**src/rtl/des_lc_pkg.sv**
```systemverilog
// Shared definitions for the DES linear-approximation counter.
// Holds the controller state type and the fixed DES block width used
// by the datapath, the pair-stream interface and the parity primitive.
package des_lc_pkg;

    localparam int DES_BLOCK_WIDTH = 64;

    typedef enum logic [1:0] {
        IDLE  = 2'd0,
        RUN   = 2'd1,
        DRAIN = 2'd2,
        DONE  = 2'd3
    } lc_state_e;

endpackage

```
**src/rtl/linear_approx_counter_if.sv**
```systemverilog
// Plaintext/ciphertext pair stream with a valid/ready handshake.
// Signals:
//   pair_valid  source has a pair on plaintext/ciphertext
//   pair_ready  sink accepts the pair this cycle
//   plaintext   sample plaintext block
//   ciphertext  sample ciphertext block
// master = pair source (DES core / pair generator), slave = counter.
interface linear_approx_counter_if #(
    parameter int DATA_WIDTH = des_lc_pkg::DES_BLOCK_WIDTH
);

    logic                  pair_valid;
    logic                  pair_ready;
    logic [DATA_WIDTH-1:0] plaintext;
    logic [DATA_WIDTH-1:0] ciphertext;

    modport master (
        output pair_valid,
        output plaintext,
        output ciphertext,
        input  pair_ready
    );

    modport slave (
        input  pair_valid,
        input  plaintext,
        input  ciphertext,
        output pair_ready
    );

endinterface

```
**src/rtl/linear_approx_counter_mask_xor.sv**
```systemverilog
// Masked parity primitive: parity = XOR of all bits of (data & mask).
// Ports:
//   data    block to reduce
//   mask    bit selection
//   parity  1 when an odd number of selected bits are set
module mask_xor #(
    parameter int WIDTH = 64
) (
    input  logic [WIDTH-1:0] data,
    input  logic [WIDTH-1:0] mask,
    output logic             parity
);

    assign parity = ^(data & mask);

endmodule

```
**src/rtl/linear_approx_counter.sv**
```systemverilog
// Counts how many (plaintext, ciphertext) pairs of a batch satisfy the
// linear approximation parity(P & in_mask) ^ parity(C & out_mask) == 0,
// and reports the signed bias 2*count_zero - N once the batch is done.
// Ports:
//   clk, rst        clock (rising edge), asynchronous active-high reset
//   start, abort    begin batch (IDLE/DONE only) / cancel batch (RUN/DRAIN)
//   num_samples     batch size N, latched at an accepted start
//   in_mask         plaintext mask, latched at an accepted start
//   out_mask        ciphertext mask, latched at an accepted start
//   pair_if         pair stream (slave side)
//   busy, done      RUN/DRAIN indicator, DONE level
//   count_zero      pairs whose combined parity was 0
//   samples_seen    pairs accepted in the current batch
//   bias            signed 2*count_zero - N, valid while done
module linear_approx_counter
    import des_lc_pkg::*;
#(
    parameter int COUNT_WIDTH = 32,
    parameter int DATA_WIDTH  = DES_BLOCK_WIDTH
) (
    input  logic                       clk,
    input  logic                       rst,
    input  logic                       start,
    input  logic                       abort,
    input  logic [COUNT_WIDTH-1:0]     num_samples,
    input  logic [DATA_WIDTH-1:0]      in_mask,
    input  logic [DATA_WIDTH-1:0]      out_mask,
    linear_approx_counter_if.slave     pair_if,
    output logic                       busy,
    output logic                       done,
    output logic [COUNT_WIDTH-1:0]     count_zero,
    output logic [COUNT_WIDTH-1:0]     samples_seen,
    output logic [COUNT_WIDTH:0]       bias
);

    lc_state_e              state_q, state_d;
    logic [COUNT_WIDTH-1:0] n_q, n_d;
    logic [DATA_WIDTH-1:0]  in_mask_q, in_mask_d;
    logic [DATA_WIDTH-1:0]  out_mask_q, out_mask_d;
    logic [COUNT_WIDTH-1:0] count_zero_q, count_zero_d;
    logic [COUNT_WIDTH-1:0] samples_seen_q, samples_seen_d;
    logic [COUNT_WIDTH:0]   bias_q, bias_d;
    logic                   s1_valid_q, s1_valid_d;
    logic                   s1_par_q, s1_par_d;

    logic pair_ready;
    logic p_par;
    logic c_par;
    logic handshake;
    logic start_accept;
    logic last_sample;

    mask_xor #(.WIDTH(DATA_WIDTH)) u_p_parity (
        .data   (pair_if.plaintext),
        .mask   (in_mask_q),
        .parity (p_par)
    );

    mask_xor #(.WIDTH(DATA_WIDTH)) u_c_parity (
        .data   (pair_if.ciphertext),
        .mask   (out_mask_q),
        .parity (c_par)
    );

    assign start_accept = start && ((state_q == IDLE) || (state_q == DONE));
    assign handshake    = pair_if.pair_valid && pair_ready;
    assign last_sample  = handshake && (samples_seen_q == (n_q - COUNT_WIDTH'(1)));

    // Controller state register.
    always_ff @(posedge clk or posedge rst) begin
        if (rst) begin
            state_q <= IDLE;
        end else begin
            state_q <= state_d;
        end
    end

    // Next-state logic. Abort beats the last-sample transition so an
    // aborted batch never reaches DONE.
    always_comb begin
        state_d = state_q;
        unique case (state_q)
            IDLE, DONE: begin
                if (start) begin
                    state_d = (num_samples == '0) ? DONE : RUN;
                end
            end
            RUN: begin
                if (abort) begin
                    state_d = IDLE;
                end else if (last_sample) begin
                    state_d = DRAIN;
                end
            end
            DRAIN: begin
                state_d = IDLE;
                if (!abort) begin
                    state_d = DONE;
                end
            end
            default: state_d = IDLE;
        endcase
    end

    // State-decoded outputs; pair_ready depends only on state, never on pair_valid.
    always_comb begin
        pair_ready = 1'b0;
        busy       = 1'b0;
        done       = 1'b0;
        unique case (state_q)
            RUN:     begin pair_ready = 1'b1; busy = 1'b1; end
            DRAIN:   busy = 1'b1;
            DONE:    done = 1'b1;
            default: ;
        endcase
    end

    assign pair_if.pair_ready = pair_ready;

    // Datapath next values: stage 1 captures the combined parity of an
    // accepted pair, stage 2 counts it one edge later. The bias is formed
    // from the count as it closes out of DRAIN.
    always_comb begin
        n_d            = n_q;
        in_mask_d      = in_mask_q;
        out_mask_d     = out_mask_q;
        count_zero_d   = count_zero_q;
        samples_seen_d = samples_seen_q;
        bias_d         = bias_q;
        s1_valid_d     = 1'b0;
        s1_par_d       = s1_par_q;
        if (start_accept) begin
            n_d            = num_samples;
            in_mask_d      = in_mask;
            out_mask_d     = out_mask;
            count_zero_d   = '0;
            samples_seen_d = '0;
            bias_d         = '0;
        end else begin
            if (s1_valid_q && !s1_par_q) begin
                count_zero_d = count_zero_q + COUNT_WIDTH'(1);
            end
            if (handshake && !abort) begin
                samples_seen_d = samples_seen_q + COUNT_WIDTH'(1);
                s1_par_d       = p_par ^ c_par;
                s1_valid_d     = 1'b1;
            end
            if ((state_q == DRAIN) && !abort) begin
                bias_d = {count_zero_d, 1'b0} - {1'b0, n_q};
            end
        end
    end

    // Datapath registers.
    always_ff @(posedge clk or posedge rst) begin
        if (rst) begin
            n_q            <= '0;
            in_mask_q      <= '0;
            out_mask_q     <= '0;
            count_zero_q   <= '0;
            samples_seen_q <= '0;
            bias_q         <= '0;
            s1_valid_q     <= 1'b0;
            s1_par_q       <= 1'b0;
        end else begin
            n_q            <= n_d;
            in_mask_q      <= in_mask_d;
            out_mask_q     <= out_mask_d;
            count_zero_q   <= count_zero_d;
            samples_seen_q <= samples_seen_d;
            bias_q         <= bias_d;
            s1_valid_q     <= s1_valid_d;
            s1_par_q       <= s1_par_d;
        end
    end

    assign count_zero   = count_zero_q;
    assign samples_seen = samples_seen_q;
    assign bias         = bias_q;

endmodule

```
**src/flat_wrapper.sv**
```systemverilog
// flat-port wrapper written by rule: the top's interface ports become plain ports
module linear_approx_counter_flat import des_lc_pkg::*;
#(
    parameter int COUNT_WIDTH = 32,
    parameter int DATA_WIDTH  = DES_BLOCK_WIDTH
)
  (clk, rst, start, abort, num_samples, in_mask, out_mask, busy, done, count_zero, samples_seen, bias, pair_if_pair_valid, pair_if_plaintext, pair_if_ciphertext, pair_if_pair_ready);
  linear_approx_counter_if #(.DATA_WIDTH(DATA_WIDTH)) pair_if_i ();
  input  logic clk;
  input  logic rst;
  input  logic start;
  input  logic abort;
  input  logic [COUNT_WIDTH-1:0] num_samples;
  input  logic [DATA_WIDTH-1:0] in_mask;
  input  logic [DATA_WIDTH-1:0] out_mask;
  output logic busy;
  output logic done;
  output logic [COUNT_WIDTH-1:0] count_zero;
  output logic [COUNT_WIDTH-1:0] samples_seen;
  output logic [COUNT_WIDTH:0] bias;
  input wire logic [$bits(pair_if_i.pair_valid)-1:0] pair_if_pair_valid;
  input wire logic [$bits(pair_if_i.plaintext)-1:0] pair_if_plaintext;
  input wire logic [$bits(pair_if_i.ciphertext)-1:0] pair_if_ciphertext;
  output wire logic [$bits(pair_if_i.pair_ready)-1:0] pair_if_pair_ready;
  assign pair_if_i.pair_valid = pair_if_pair_valid;
  assign pair_if_i.plaintext = pair_if_plaintext;
  assign pair_if_i.ciphertext = pair_if_ciphertext;
  assign pair_if_pair_ready = pair_if_i.pair_ready;
  linear_approx_counter #(.COUNT_WIDTH(COUNT_WIDTH), .DATA_WIDTH(DATA_WIDTH)) u_core (.clk(clk), .rst(rst), .start(start), .abort(abort), .num_samples(num_samples), .in_mask(in_mask), .out_mask(out_mask), .pair_if(pair_if_i), .busy(busy), .done(done), .count_zero(count_zero), .samples_seen(samples_seen), .bias(bias));
endmodule
```
**config.mk**
```make
export PLATFORM = sky130hd
export DESIGN_NAME = linear_approx_counter_flat
export DESIGN_NICKNAME = d
export VERILOG_FILES = /design/src/rtl/des_lc_pkg.sv /design/src/rtl/linear_approx_counter_if.sv /design/src/rtl/linear_approx_counter_mask_xor.sv /design/src/rtl/linear_approx_counter.sv /design/src/flat_wrapper.sv
export SDC_FILE = /design/constraint.sdc
export NUM_CORES = 1
export LEC_CHECK = 0
export ABC_AREA = 0
export CORE_UTILIZATION = 54
export CTS_CLUSTER_SIZE = 25
export DETAILED_ROUTE_END_ITERATION = 12
export PLACE_DENSITY = 0.85
export SLEW_MARGIN = 20
export SYNTH_ARGS = -nofsm -noshare
export SYNTH_HDL_FRONTEND = slang
export SYNTH_SLANG_ARGS = --single-unit
```
**constraint.sdc**
```tcl
create_clock -name clk -period 19.2 [get_ports clk]
set_clock_uncertainty 0.1 [all_clocks]
set_input_delay 3.84 -clock clk [delete_from_list [all_inputs] [get_ports clk]]
set_output_delay 3.84 -clock clk [all_outputs]
set_load 0.01 [all_outputs]
```
==> metrics.txt <==
top post-synthesis cells by count=nand2_1 (633), dfrtp_1 (261), xnor2_1 (168), nor2_1 (84), xor2_1 (82); Top Ports=393; startpoint types=input port; Primary FF master, synth=dfrtp_1; mux contribution to synthesized area=0.00414; Finished Layout Cells=2560; wirelength, routed=46.8 mm; wire length on met1=19.4 mm; Vias=13839; synth top area cells=dfrtp_1 (43%), nand2_1 (16%), xnor2_1 (9.7%); Slowest-stage cell, CP=nor3_1; Final Max Slew Viols=0; sequential area share after synthesis=0.433; Post-synth EDFFs=0; Rel. slew slack=0.124; gr usage total=0.327; area share of fa/ha/maj cells after synthesis=0.0320; Synth Area in Compound Gates=0.0867; CP peak stage delay=0.56 ns; Critical Path AT=6.82 ns; FMAX=153 MHz; # Post-CTS Setup Buffers=0; Min Clock Period, post-route=approximately 6.5 ns; die area=roughly 0.029 mm²; CP Max Fanout=8; Yosys top cell by area=dfrtp_1; CP endpoint kind=register; dpl cells=~2500; CTS Buf Count=29; WP data required=19.49 ns; critical path's top delay family=simple AND/OR/NAND/NOR gates; CTS clock-pin slew for the worst setup and hold paths=roughly 0.060 ns; Synth Cell Area=0.0151 mm²; Avg Inst Size Synth=8.38 µm²; Starting DRT DRC Count=1015; Power Density=149 mW/mm²; Top Metal Used=met5; final-report hold violation count=0; Tot Pwr=0.00303 W; Finish-stage setup viols=0; total grt overflow=0; simple-gate share of the synthesized area=0.269; Initial Utilization=0.556; fin crit share=0.340; layout cell share with drive strength beyond 1=0.0385; flop and latch count out of synthesis=261; # H-tree levels=1; Port Buffer Count=392; HP Class=reg2reg; IR Drop Worst-Case VDD=0.215 mV; Die Y=169 µm; Final nets=approximately 2500; most used cell, CP=nand3_1; hpwl dp=roughly 35 mm; CTS tree=done; fin area=0.0203 mm²; Root Buffer=clkbuf_16; first-pass GRT wire length=73.3 mm; Pleak=9.12 nW; met2 wire len=between 20 and 25 mm; # resized after CTS=0; Cells after Synth=1802; antenna viol nets, final=0; largest net degree at the start of global routing=~250; worst path buffer plus inverter count=1; clk_lat worst skew=0.56 ns; Max Cap Violations=0; DR WL met3=3.53 mm; num rows=60; Fillers=2021; post-DR wirelength/cell=18.3 µm; unrepaired setup endpoints after global routing=no; Ys Warns=0; post-synthesis cell type count=79; drc violations=0; Sink Count=261; main combinational cell family by area after synthesis=simple AND/OR/NAND/NOR gates; Die Wd=169 µm; initial antenna violation count=7; cells along the critical path=clkdlybuf4s50_1 > nor2b_1 > nand3_1 > or2_1 > or3_1 > nor3_1 > nand3_1 > xor2_1 > nor2_1; Placed Area=0.0193 mm²; vias per std cell=5.41; status=finished, final reports clean; Layout area overhead=34.4%; Synth async-reset ratio=1.00; Placer Congestion=0.931; worst-case clock buffer depth=3; Worst-Margin Slew=around 1.3 ns; Core Region=0.0272 mm²; Syn Nets=approximately 2100; cts hold-fix bufs=0; top-count cell post-synth=nand2_1; setup_tns=0 ns; crit path kind=in2reg; vias in the first global route=13753; Yosys top cell area share=0.433; XOR/XNOR share of the synthesized area=0.145; Pre-Repair DR Iteration Count=5
-- stage by stage --
| stage | utilization | setup WS [ns] | hold slack (ns) |
|---|---|---|---|
| after CTS | 0.746 | 12.72 | 0.377 |
| after global placement | 0.710 | 12.26 | 0.357 |
| after floorplan | - | 8.08 | 0.346 |
| after global routing | 0.747 | 12.43 | 0.395 |
| after detailed placement | 0.710 | 12.16 | 0.362 |
| final | 0.747 | 12.67 | 0.372 |
-- worst paths after layout --
check                      slack (ns)                      end                  start  cells after the start
max in group asynchronous       13.79     u_core.in_mask_q[35]                    rst                      3
min in group asynchronous        3.73    u_core.out_mask_q[57]                    rst                      2
min reg2reg                      0.37    u_core.out_mask_q[50]  u_core.out_mask_q[50]                      2
min                              0.37    u_core.out_mask_q[50]  u_core.out_mask_q[50]                      2
max                             12.67  u_core.samples_seen[26]                  abort                      9
max reg2reg                     14.67          u_core.bias[25]        u_core.s1_par_q                     16
-- power breakdown --
part | switching (W) | internal [W] | leakage (nW) | total, W
registers | 0.000154 | 0.000751 | 3.36 | 0.000904
logic | 0.000882 | 0.000672 | 5.28 | 0.00155
clock network | 0.000228 | 0.000348 | 0.476 | 0.000576
-- per-layer routing --
| layer | GRT usage | vias up |
|---|---|---|
| met1 | 0.428 | 6569 |
| met3 | 0.0686 | 90 |
| met2 | 0.538 | 579 |
| met4 | 0.113 | 2 |
| li1 | - | 6599 |
| met5 | 0 | - |
-- cell families (layout without fill, tap and decap cells) --
family | count (synthesis) | count (layout)
simple gates | 921 | 921
flops | 261 | 261
xor+xnor | 250 | 250
compound gates | 206 | 206
buf+inv | 120 | 500
fa+ha+maj | 38 | 38
mux | 6 | 6
other cells | 0 | 6
-- worst min-delay path: stages, from the launching register on --
cell     delay, ns
dfrtp_1       0.34
nand2_1       0.05
nand2_1       0.05
-- state kept, by name (all words and copies together) (netlist names) --
name	cells
u_core.bias	33
u_core.out_mask_q	64
u_core.n_q	32
u_core.samples_seen	32
u_core.in_mask_q	64
u_core.s1_par_q	1
u_core.count_zero	32
u_core.state_q	2
u_core.s1_valid_q	1
-- layout by cell type (no fill, tap or decap), drive strengths merged, types with 15 or more instances in the layout --
master / n
xor2: 82
clkdlybuf4s50: 392
nor3: 24
inv: 53
a21o: 16
xnor2: 168
ha: 37
nand3: 37
o21ai: 69
clkbuf: 39
and2: 38
dfrtp: 261
nor4: 15
nand2: 633
a21oi: 57
nor2: 85
nand4: 27
-- area by class of cell --
| class | count | area (µm²) | area share |
|---|---|---|---|
| multi-input combinational | 1421 | 8120 | 0.400 |
| sequential | 261 | 6530 | 0.322 |
| timing repair buffer | 398 | 3980 | 0.196 |
| clock buffer | 39 | 813 | 0.0401 |
| tap | 372 | 465 | 0.0229 |
| inverter | 52 | 203 | 0.00999 |
| clock inverter | 11 | 164 | 0.00808 |
| antenna | 6 | 15.0 | 0.000740 |
Note: power is estimated with default switching activity, not from simulation.
